==> src/rtl/booth_r4_mult.sv <==
// Radix-4 Booth multiplier with internal control FSM and Request/Done handshake.
// Optional macro BOOTH_UNSIGNED_EN adds a Signed port selecting zero/sign extension.
module booth_r4_mult #(
  parameter int N_LEN = 8
) (
  input  logic               Clock,
  input  logic               nReset,
  input  logic               Request,
  input  logic               Clear,
  input  logic [N_LEN-1:0]   op1,
  input  logic [N_LEN-1:0]   op2,
`ifdef BOOTH_UNSIGNED_EN
  input  logic               Signed,
`endif
  output logic               Ready,
  output logic               Done,
  output logic [2*N_LEN-1:0] Result
);

  localparam int YW = N_LEN + 2;
  localparam int AW = N_LEN + 4;
  localparam int K  = N_LEN / 2 + 1;
  localparam int CW = $clog2(K + 1);

  typedef enum logic [1:0] {
    S_IDLE,
    S_RUN,
    S_DONE
  } state_t;

  state_t state, state_nx;

  logic [AW-1:0] acc;
  logic [AW-1:0] m_reg;
  logic [YW-1:0] y_reg;
  logic          y_m1;
  logic [CW-1:0] cnt;

  logic          sgn;
  logic [AW-1:0] ext_m;
  logic [YW-1:0] ext_y;
  logic [2:0]    dig;
  logic [AW-1:0] pp;
  logic [AW-1:0] sum;
  logic [AW-1:0] acc_nx;
  logic [YW-1:0] y_nx;
  logic          last;
  logic          accept;

`ifdef BOOTH_UNSIGNED_EN
  assign sgn = Signed;
`else
  assign sgn = 1'b1;
`endif

  assign ext_m = {{(AW-N_LEN){sgn & op1[N_LEN-1]}}, op1};
  assign ext_y = {{2{sgn & op2[N_LEN-1]}}, op2};

  assign dig = {y_reg[1:0], y_m1};

  always_comb begin
    pp = '0;
    unique case (dig)
      3'b001, 3'b010: pp = m_reg;
      3'b011:         pp = m_reg << 1;
      3'b100:         pp = -(m_reg << 1);
      3'b101, 3'b110: pp = -m_reg;
      default:        pp = '0;
    endcase
  end

  // add, then shift {acc, y, y[-1]} right arithmetically by two
  assign sum    = acc + pp;
  assign acc_nx = {{2{sum[AW-1]}}, sum[AW-1:2]};
  assign y_nx   = {sum[1:0], y_reg[YW-1:2]};

  assign last   = (cnt == CW'(1));
  assign accept = (state == S_IDLE) && Request && !Clear;

  always_comb begin
    state_nx = state;
    unique case (state)
      S_IDLE:  if (Request) state_nx = S_RUN;
      S_RUN:   if (last) state_nx = S_DONE;
      S_DONE:  state_nx = S_IDLE;
      default: state_nx = S_IDLE;
    endcase
    if (Clear) state_nx = S_IDLE;
  end

  always_ff @(posedge Clock or negedge nReset) begin
    if (!nReset) begin
      state <= S_IDLE;
      Ready <= 1'b1;
      Done  <= 1'b0;
    end else begin
      state <= state_nx;
      Ready <= (state_nx == S_IDLE);
      Done  <= (state_nx == S_DONE);
    end
  end

  always_ff @(posedge Clock or negedge nReset) begin
    if (!nReset) begin
      acc    <= '0;
      m_reg  <= '0;
      y_reg  <= '0;
      y_m1   <= 1'b0;
      cnt    <= '0;
      Result <= '0;
    end else if (accept) begin
      acc   <= '0;
      m_reg <= ext_m;
      y_reg <= ext_y;
      y_m1  <= 1'b0;
      cnt   <= CW'(K);
    end else if (state == S_RUN && !Clear) begin
      acc   <= acc_nx;
      y_reg <= y_nx;
      y_m1  <= y_reg[1];
      cnt   <= cnt - CW'(1);
      if (last) Result <= {acc_nx[N_LEN-3:0], y_nx};
    end
  end

endmodule

==> config.mk <==
export PLATFORM = sky130hd
export DESIGN_NAME = booth_r4_mult
export DESIGN_NICKNAME = d
export VERILOG_FILES = /design/src/rtl/booth_r4_mult.sv
export SDC_FILE = /design/constraint.sdc
export NUM_CORES = 1
export LEC_CHECK = 0
export ABC_CLOCK_PERIOD_IN_PS = 3100
export BUFFER_PORTS_ARGS = -buffer_cell sky130_fd_sc_hd__buf_2
export CAP_MARGIN = 15
export CORE_MARGIN = 4
export CORE_UTILIZATION = 40
export DETAILED_ROUTE_END_ITERATION = 10
export PLACE_DENSITY_LB_ADDON = 0.15
export SLEW_MARGIN = 10
export SYNTH_ARGS = -nofsm -noshare
export SYNTH_HDL_FRONTEND = slang
export SYNTH_SLANG_ARGS = --single-unit
==> constraint.sdc <==
create_clock -name Clock -period 3.1 [get_ports Clock]
set_clock_uncertainty 0.05 [all_clocks]
set_input_delay 0.775 -clock Clock [delete_from_list [all_inputs] [get_ports Clock]]
set_output_delay 0.775 -clock Clock [all_outputs]
set_load 0.03 [all_outputs]
==> impl_results.md, run 1 <==
- Cell area after layout: around 0.0037 mm2
- Core area: 0.007292 mm2
- Final setup TNS: -53.55 ps
- Diode count: 0
- FF+latch count, synth: 52
- Std-Cell Rows: 31
- GP Congestion: 0.8917
- P&R area growth vs syn: 23.34%
- Mapped Avg Cell Area: slightly below 9 um2
- Root buffer cell: clkbuf_8
- Critical-path maximum fanout: 3
- LEAKAGE: approximately 1.8 nW
- Detail Route Antenna Nets: 0
- Vias in the first global route: 2567
- Max Slew Vio Count: 0
- WP data required: around 3300 ps
- Ys Warns: 0
- Unrepaired setup endpoints after global routing: true
- Post-Route WL: 7.223 mm
- Pwr Density: 1089 mW/mm2
- Max Cap Viol: 0
- Initial antenna violation count: 0
- Detail Placement HPWL: 5.141 mm
- Reg2reg path depth: 15
- Minimum clock period: ~3200 ps
- Dpl cell area: about 0.0034 mm2
- Worst hold slack: between 400 and 500 ps
- XOR/XNOR Fraction of Synth Area: 5.532%
- End of the critical path: acc[10]
- Mux cell area share after synthesis: 2.537%
- Final setup fails: 1
- Cell area after synthesis: 0.003008 mm2
- Final period utilization: 101.7%
- Die area: ~0.009 mm2
- Initial Utilization: 41.25%
- Largest register FFs: 16
- Worst path cell trace: inv_2 -> ha_4 -> nand2b_4 -> or4_4 -> xor2_2 -> a21oi_1 -> a2bb2oi_1 -> a21oi_1 -> ha_1 -> a21o_1 -> o2111ai_2 -> a31oi_2 -> xnor2_1 -> or3_1 -> nand3_1
- Routed wire per std cell: 14.47 um
- CP Launch Type: flop
- DR vias: 2549
- Net count, final: 434
- Peak VDD IR: roughly 0.0004 V
- FILL cells: between 700 and 800
- PnR worst setup slack: -53.55 ps
- Layout cells sized above 1: between 20% and 30%
- Worst Tran Pin Value: 906.9 ps
- Achievable clock frequency: 0.3171 GHz
- Compound-Gate Fraction of Synth Area: between 10% and 20%
- Slowest cell on crit path: or4_4
- Result of the run: finished, violations left
- Worst reg-to-reg setup slack: -50 ps
- Post-synthesis adder-cell area fraction: roughly 6.5%
- Cell mode on critical path: a21oi_1
- First drt pass iteration count: 5
- Largest net degree at the start of global routing: 41
- Die Y: 94.72 um
- Critical R2R Capture: acc[10]
- Die X-Extent: around 95 um
- Pre-CTS setup slack: -73.53 ps
- Syn Inst Count: 340
- Synth cell types: ~50
- Hold Path Class: flop to flop
- CTS Buffer Depth: 2
- Crit end category: flop
- Largest family of logic cells by synthesized area: simple AND/OR/NAND/NOR gates
- Syn Nets: 375
- Top-area cell type share of the netlist area: 42.43%
- Iteration-0 DRC Markers: between 70 and 80
- Num CTS Buffers: 5
- Final Hold Vio Count: 0
- Seq/Total Area, Yosys: 43.30%
- Tot Pwr: 0.004041 W
- DRC Markers: 0
- Buffers on Ports: 37
- Via-per-instance ratio: 5.108
- Later-pin clock latency in the skew report: 310 ps
- Simple logic cell fraction of the synthesized area: 20.55%
- Gr usage total: 16.89%
- Dominant cells by area after synthesis: dfrtp_1 42%, nand2_1 11%, ha_1 5.8%
- Ports: 38
- FF-to-FF Start: m_reg[1]
- Critical path startpoint: m_reg[1]
- Failing checks: setup timing
- CTS tree: done
- Reg clk slew, reported paths: roughly 100 ps
- First-pass GRT wire length: 12.01 mm
- CTS Sinks: 52
- GR Overflow Total: 0
- Slew headroom: 39.54%
- Setup CP Type: flop to flop
- Slowest stage delay, CP: 440 ps
- H-tree levels: 2
- Critical Path AT: ~3400 ps
- Cell taking the most area after synthesis: dfrtp_1
==> worst min-delay path by stage <==
stage	depth (start not counted)	from	slack, ps	end
floorplan	2	cnt[1]	410	cnt[1]
global placement	2	Result[3]	400	Result[3]
detailed placement	2	Result[4]	410	Result[4]
CTS	2	Result[10]	440	Result[10]
global route	2	Result[10]	470	Result[10]
finish	2	Result[5]	430	Result[5]
==> power breakdown <==
part	internal, W	switching, W	total, W
combinational	0.00112	0.00141	0.00253
sequential	0.000920	0.000195	0.00111
clock	0.000161	0.000233	0.000394
total	0.00221	0.00184	0.00404
==> cell usage in the layout, fill, tap and decap left out, drive strengths merged, types with 7 or more instances in the layout <==
cell / n
buf: 69
o21ai: 24
inv: 10
a21oi: 18
ha: 14
xor2: 7
nand2: 88
xnor2: 12
dfrtp: 51
nor2: 23
==> kinds of logic (layout without fill, tap and decap cells) <==
group,after synthesis,after routing
AOI/OAI and AO/OA,80,80
xor gates and xnor gates,19,19
adders and majority gates,15,15
buffers and inverters,27,87
DFF,52,52
muxes,7,7
and+or+nand+nor,140,140
==> cell usage after synthesis (all sizes together) <==
master   instances
a2bb2oi          1
a222oi           1
a22oi            3
clkbuf          11
a221o            3
nor3             5
and2             2
nand2b           4
and3             1
nor4             1
a31oi            6
or3              2
o2111ai          1
mux2             5
a211oi           2
or4              1
nor2b            5
o311ai           1
mux2i            2
xnor2           12
ha              14
o21ai           24
nor3b            1
nor4b            1
buf              6
nor2            23
o31ai            2
fa               1
a21o             4
xor2             7
dfrtp           51
a21oi           18
nand2           88
o211ai           4
a311oi           1
inv             10
nand3b           1
dfstp            1
nand3            5
a22o             6
o22ai            3
==> worst max-delay path: cells and delay by family, from the launching register on <==
kind	cells	cell delay (ps)
and+or+nand+nor	4	880
buffers and inverters	1	90
adders and majority gates	2	460
xor gates and xnor gates	2	300
AOI/OAI and AO/OA	6	940
DFF	1	390
==> final cells by class <==
cell class | count | area [um2] | share of cell area, %
Multi-Input combinational cell | 261 | 1723 | 46.44
Sequential cell | 52 | 1304 | 35.14
Timing Repair Buffer | 69 | 432.9 | 11.67
Tap cell | 99 | 123.9 | 3.339
Clock buffer | 6 | 72.57 | 1.956
Inverter | 10 | 37.54 | 1.012
Clock inverter | 2 | 16.27 | 0.4384
==> metal layers <==
layer	part of all wire [%]	vias up	track usage (%)
met5	0	-	0
met4	0.84	0	3.606
met3	3.3	5	3.028
met1	48	1223	22.89
li1	-	1281	-
met2	48	40	28.24
==> per-stage QoR <==
step                utilization (%)  instances
floorplan                         -        340
global placement              47.19        484
detailed placement            47.19        484
CTS                           48.40        492
global route                  50.88        499
finish                        50.88        499
==> repair_timing <==
item | 4_1_cts | 5_1_grt
hold buffers | 0 | 0
pin swaps | 4 | 17
setup buffers | 0 | 7
gates resized for setup | 1 | 26
endpoints found under the setup margin | 1 | 8
Note: power is estimated with default switching activity, not from simulation.
==> run 2, diff against run 1 <==
Settings changed: CTS_CLUSTER_SIZE from default to 24, TNS_END_PERCENT from default to 1.
==> run 2 against run 1 <==
  * Die area did not move
  * Largest cell class unchanged
  * First-iteration DRC count decreased by 1.4%
  * Final cell count shrank 1.2%
  * The flow still finishes with violations (setup timing)
==> impl_results.md, run 2 (synthesized netlist as in run 1, its figures left out) <==
- Later-pin clock latency in the skew report: 310 ps (about the same)
- DR vias: 2492 (-2.2%)
- Failing checks: setup timing
- Worst path cell trace: inv_2 -> ha_4 -> nand2b_1 -> or4_4 -> xor2_2 -> a21oi_1 -> a2bb2oi_1 -> a21oi_1 -> ha_1 -> a21o_1 -> o2111ai_2 -> a31oi_2 -> xnor2_1 -> or3_1 -> nand3_1
- Post-Route WL: 6.997 mm (-3.1%)
- Net count, final: 428 (-1.4%)
- Largest net degree at the start of global routing: 41 (unchanged)
- CTS tree: done
- Via-per-instance ratio: 5.055 (-1.0%)
- Slowest cell on crit path: or4_4
- Hold Path Class: flop to flop
- Std-Cell Rows: 31 (unchanged)
- Cell area after layout: 0.003566 mm2 (-3.9%)
- WP data required: 3290 ps (about the same)
- H-tree levels: 2 (unchanged)
- Initial Utilization: 41.25% (unchanged)
- Cell family with most CP delay: compound AO/OA/AOI/OAI gates
- Cell mode on critical path: a21oi_1
- First-pass GRT wire length: 12.01 mm (unchanged)
- Iteration-0 DRC Markers: 72 (-1.4%)
- Gr usage total: 16.89% (unchanged)
- Max Slew Vio Count: 0 (unchanged)
- Dpl cell area: 0.003441 mm2 (unchanged)
- Slowest stage delay, CP: 440 ps (about the same)
- Die X-Extent: 94.72 um (unchanged)
- P&R area growth vs syn: 18.55%
- Layout cells sized above 1: 23.10% (-4.7 points)
- Hold_buf cts: 0 (unchanged)
- Num CTS Buffers: 5 (unchanged)
- Critical Path AT: 3320 ps (-30 ps)
- Worst Tran Pin Value: 901.0 ps (-5.807 ps)
- Non-Filler Instances: 493 (-1.2%)
- Critical-path maximum fanout: 3 (unchanged)
- Final setup fails: 1 (unchanged)
- Pre-CTS setup slack: -73.53 ps (unchanged)
- Setup CP Type: flop to flop
- Largest register FFs: 16 (unchanged)
- Post-Place Cells: 484 (unchanged)
- First drt pass iteration count: 4 (-1)
- Core area: 0.007292 mm2 (unchanged)
- CTS Buffer Depth: 2 (unchanged)
- Unrepaired setup endpoints after global routing: true
- Result of the run: finished, violations left
- Detail Route Antenna Nets: 0 (unchanged)
- Peak VDD IR: 0.0003750 V (-4.9%)
- Minimum clock period: 3123 ps (-30.64 ps)
- Die Y: 94.72 um (unchanged)
- Tot Pwr: 0.003727 W (-7.8%)
- Worst reg-to-reg setup slack: -20 ps (+30 ps)
- Most common cell after layout, fill and taps aside: nand2_1
- DRC Markers: 0 (unchanged)
- Reg clk slew, reported paths: 100 ps (about the same)
- FILL cells: 761 (+2.1%)
- CP Launch Type: flop
- Ports: 38 (unchanged)
- Vias in the first global route: 2567 (unchanged)
- Pwr Density: 1045 mW/mm2 (-4.1%)
- Initial antenna violation count: 0 (unchanged)
- Achievable clock frequency: 0.3202 GHz (+0.98%)
- Crit end category: flop
- Die area: 0.008971 mm2 (unchanged)
- GP Congestion: 0.8917 (unchanged)
- Max Cap Viol: 0 (unchanged)
- Final Hold Vio Count: 0 (unchanged)
- Slew headroom: 39.93% (+0.39 points)
- LEAKAGE: 1.774 nW (-3.1%)
- CTS Sinks: 52 (unchanged)
- PnR worst setup slack: -22.91 ps (+30.64 ps)
- GR Overflow Total: 0 (unchanged)
- Root buffer cell: clkbuf_8
- Detail Placement HPWL: 5.141 mm (unchanged)
- Buffers on Ports: 37 (unchanged)
- Most frequent cells in the layout: 87 x nand2_1, 51 x dfrtp_1, 37 x buf_2, 26 x buf_4, 22 x nor2_1
- Worst hold slack: 430.9 ps (-0.1340 ps)
- CP bufs+invs: 1 (unchanged)
- Final period utilization: 100.7% (-0.99 points)
- Routed wire per std cell: 14.19 um (-1.9%)
- Diode count: 0 (unchanged)
[run 2: worst register-to-register path: stages (launching register included)]
cell and delay (ps):
dfrtp_1 390, inv_2 80, ha_4 130, nand2b_1 60
or4_4 440, xor2_2 160, a21oi_1 140, a2bb2oi_1 170
a21oi_1 90, ha_1 300, a21o_1 190, o2111ai_2 200
a31oi_2 120, xnor2_1 140, or3_1 310, nand3_1 80
[run 2: path summary, 6_finish.rpt]
path,from,end,cells past startpoint
min in group asynchronous,nReset,Result[5],1
max in group asynchronous,nReset,Result[12],2
worst min-delay path,Result[5],Result[5],2
worst min register to register,Result[5],Result[5],2
worst max register to register,m_reg[1],acc[10],15
worst max-delay path,m_reg[1],acc[10],15
[run 2: repair_timing]
| item | 4_1_cts | 5_1_grt |
|---|---|---|
| gates resized for setup | 1 | 5 |
| setup buffers | 0 | 1 |
| pin swaps | 4 | 5 |
| endpoints found under the setup margin | 1 | 8 |
[run 2: final cells by class]
cell class	instances	area, um2	share of cell area [%]
clock inverter	2	16.27	0.4561
sequential	52	1303	36.53
clock buffer	6	72.57	2.035
timing repair buffer	63	380.4	10.67
multi-input combinational	261	1633	45.79
inverter	10	37.54	1.053
tap	99	123.9	3.474
[run 2: report_power, final]
| part | switching [W] | total [W] | internal (W) | leakage [nW] |
|---|---|---|---|---|
| Clock | 0.000229 | 0.000390 | 0.000161 | 0.0414 |
| Combinational | 0.00128 | 0.00223 | 0.000951 | 1.07 |
| Sequential | 0.000188 | 0.00111 | 0.000919 | 0.662 |
| Total | 0.00170 | 0.00373 | 0.00203 | 1.77 |
[run 2: metal layers]
| metal | wire, um | GRT usage [%] | up-vias |
|---|---|---|---|
| met1 | 3344 | 22.89 | 1180 |
| met5 | 0 | 0 | - |
| met4 | 63 | 3.606 | 0 |
| met2 | 3316 | 28.24 | 37 |
| met3 | 272 | 3.028 | 5 |
| li1 | - | - | 1270 |
[run 2: stage by stage]
step	TNS [ps]	util, %
final	-22.91	48.90
after global placement	-39.67	47.19
after floorplan	-64.46	-
after global routing	-682.0	48.90
after CTS	-72.97	48.40
after detailed placement	-73.53	47.19
==> run 3, diff against run 2 <==
Settings changed: MAX_ROUTING_LAYER from default to met4.
==> run 3 against run 2 <==
  * The run still ends with setup timing left
  * Wire length is 0.71% lower
  * Maximum frequency is 1.9% lower
  * Final cell count is 0.41% higher
  * Non-clock buffer count is 2 higher
  * Core utilization is 0.10 points lower
  * Clock power is 5.6% higher
==> impl_results.md, run 3 (synthesized netlist as in run 1, its figures left out) <==
- Largest net degree at the start of global routing: 41 (unchanged)
- Critical R2R Capture: acc[10]
- Via-per-instance ratio: 5.115 (+1.2%)
- Non-Filler Instances: 495 (+0.41%)
- Worst hold slack: 435.0 ps (+4.128 ps)
- Reg clk slew, reported paths: 100 ps (about the same)
- CTS Buffer Depth: 2 (unchanged)
- Post-Route WL: 6.947 mm (-0.71%)
- Pwr Density: 1047 mW/mm2 (+0.15%)
- Root buffer cell: clkbuf_8
- Critical-path maximum fanout: 3 (unchanged)
- Detail Route Antenna Nets: 0 (unchanged)
- Worst reg-to-reg setup slack: -80 ps (-60 ps)
- Diode count: 0 (unchanged)
- Layout cells sized above 1: 22.98% (-0.12 points)
- Initial Utilization: 41.25% (unchanged)
- FF-to-FF Start: m_reg[1]
- Largest register FFs: 16 (unchanged)
- Peak VDD IR: 0.0004256 V (+13%)
- Worst Tran Pin Value: 906.2 ps (+5.197 ps)
- Net count, final: 430 (+0.47%)
- CTS Sinks: 52 (unchanged)
- Result of the run: finished, violations left
- Vias in the first global route: 2603 (+1.4%)
- First drt pass iteration count: 4 (unchanged)
- Std-Cell Rows: 31 (unchanged)
- Most frequent cells in the layout: 87 x nand2_1, 51 x dfrtp_1, 37 x buf_2, 28 x buf_4, 22 x nor2_1
- End of the critical path: acc[10]
- Minimum clock period: 3183 ps (+59.73 ps)
- Iteration-0 DRC Markers: 127 (+76%)
- Tot Pwr: 0.003725 W (about the same)
- Die X-Extent: 94.72 um (unchanged)
- Core area: 0.007292 mm2 (unchanged)
- FILL cells: 726 (-4.6%)
- Final period utilization: 102.7% (+1.9 points)
- Achievable clock frequency: 0.3142 GHz (-1.9%)
- GR Overflow Total: 0 (unchanged)
- Slew headroom: 39.58% (-0.35 points)
- Die Y: 94.72 um (unchanged)
- Critical path startpoint: m_reg[1]
- Post-Place Cells: 486 (+0.41%)
- Max Slew Vio Count: 0 (unchanged)
- DR vias: 2532 (+1.6%)
- Unrepaired setup endpoints after global routing: true
- PnR worst setup slack: -82.64 ps (-59.73 ps)
- GP Congestion: 0.9014 (+1.1%)
- Crit end category: flop
- Pre-CTS setup slack: -78.07 ps (-4.541 ps)
- Later-pin clock latency in the skew report: 310 ps (about the same)
- Hold_buf cts: 0 (unchanged)
- Gr usage total: 17.56% (+0.68 points)
- Setup CP Type: flop to flop
- WP data required: 3300 ps (about the same)
- First-pass GRT wire length: 12.23 mm (+1.9%)
- Cell area after layout: 0.003558 mm2 (-0.21%)
- Detail Placement HPWL: 5.154 mm (+0.25%)
- P&R area growth vs syn: 18.30%
- Failing checks: setup timing
- DRC Markers: 0 (unchanged)
- Reg2reg path depth: 15 (unchanged)
- Routed wire per std cell: 14.03 um (-1.1%)
- Num CTS Buffers: 5 (unchanged)
- Final setup fails: 1 (unchanged)
- H-tree levels: 2 (unchanged)
- Most common cell after layout, fill and taps aside: nand2_1
- Dpl cell area: 0.003456 mm2 (+0.44%)
- Hold Path Class: flop to flop
- CP Launch Type: flop
- CTS tree: done
- Die area: 0.008971 mm2 (unchanged)
- LEAKAGE: 1.779 nW (+0.30%)
- Critical Path AT: 3380 ps (+60 ps)
- Initial antenna violation count: 0 (unchanged)
- Ports: 38 (unchanged)
- Final Hold Vio Count: 0 (unchanged)
- Buffers on Ports: 37 (unchanged)
- Max Cap Viol: 0 (unchanged)
run 3: changes by cell type in the layout (fill, tap and decap cells not counted), sizes merged:
| cell | delta |
|---|---|
| clkinvlp | -1 |
| inv | +2 |
| buf | +2 |
| clkbuf | -1 |
run 3: layout make-up:
class / instances / area, um2 / area share, %
Multi-Input combinational cell: 261 / 1604 / 45.08
Sequential cell: 52 / 1303 / 36.60
Timing Repair Buffer: 65 / 395.4 / 11.11
Tap cell: 99 / 123.9 / 3.481
Clock buffer: 5 / 68.82 / 1.934
Inverter: 10 / 37.54 / 1.055
Clock inverter: 3 / 26.28 / 0.7384
run 3: layer usage:
| layer | global-route usage, % | up-vias | part of all wire, % |
|---|---|---|---|
| met5 | - | - | 0 |
| met4 | 4.087 | 0 | 0.62 |
| met3 | 2.629 | 5 | 3.1 |
| met2 | 29.18 | 46 | 48 |
| met1 | 22.68 | 1204 | 49 |
| li1 | - | 1277 | - |
run 3: how the worst min path moves through the flow:
stage | slack (ps) | startpoint | cells after the start | endpoint
floorplan | 410 | cnt[1] | 2 | cnt[1]
global placement | 400 | Result[3] | 2 | Result[3]
detailed placement | 410 | Result[2] | 2 | Result[2]
CTS | 440 | Result[8] | 2 | Result[8]
global route | 460 | Result[7] | 2 | Result[7]
finish | 430 | Result[0] | 2 | Result[0]
run 3: metrics by stage:
stage	util [%]	TNS, ps
final	48.80	-82.64
after global routing	48.80	-704.1
after CTS	48.80	-94.12
after detailed placement	47.39	-78.07
after global placement	47.39	-28.19
after floorplan	-	-64.46
run 3: worst max-delay path, stage by stage, from the launching register on:
cell       delay (ps)
dfrtp_1           400
inv_2              60
ha_2              160
nand2b_1           70
or4_4             430
xor2_1            170
a21oi_1           140
a2bb2oi_1         170
a21oi_1            90
ha_1              310
a21o_1            190
o2111ai_2         220
a31oi_2           130
xnor2_1           150
or3_1             310
nand3_1            80
run 3: timing repair:
item / 4_1_cts / 5_1_grt
buffers inserted: 1 / 0
resized for setup: 1 / 0
endpoints found under the setup margin: 1 / 5
cloned: 0 / 0
pin swaps: 4 / 6
run 3: power by group:
part           total, W  switching, W  internal (W)
clock          0.000412      0.000245      0.000167
combinational   0.00221       0.00126      0.000944
sequential      0.00111      0.000188      0.000919
total           0.00372       0.00169       0.00203
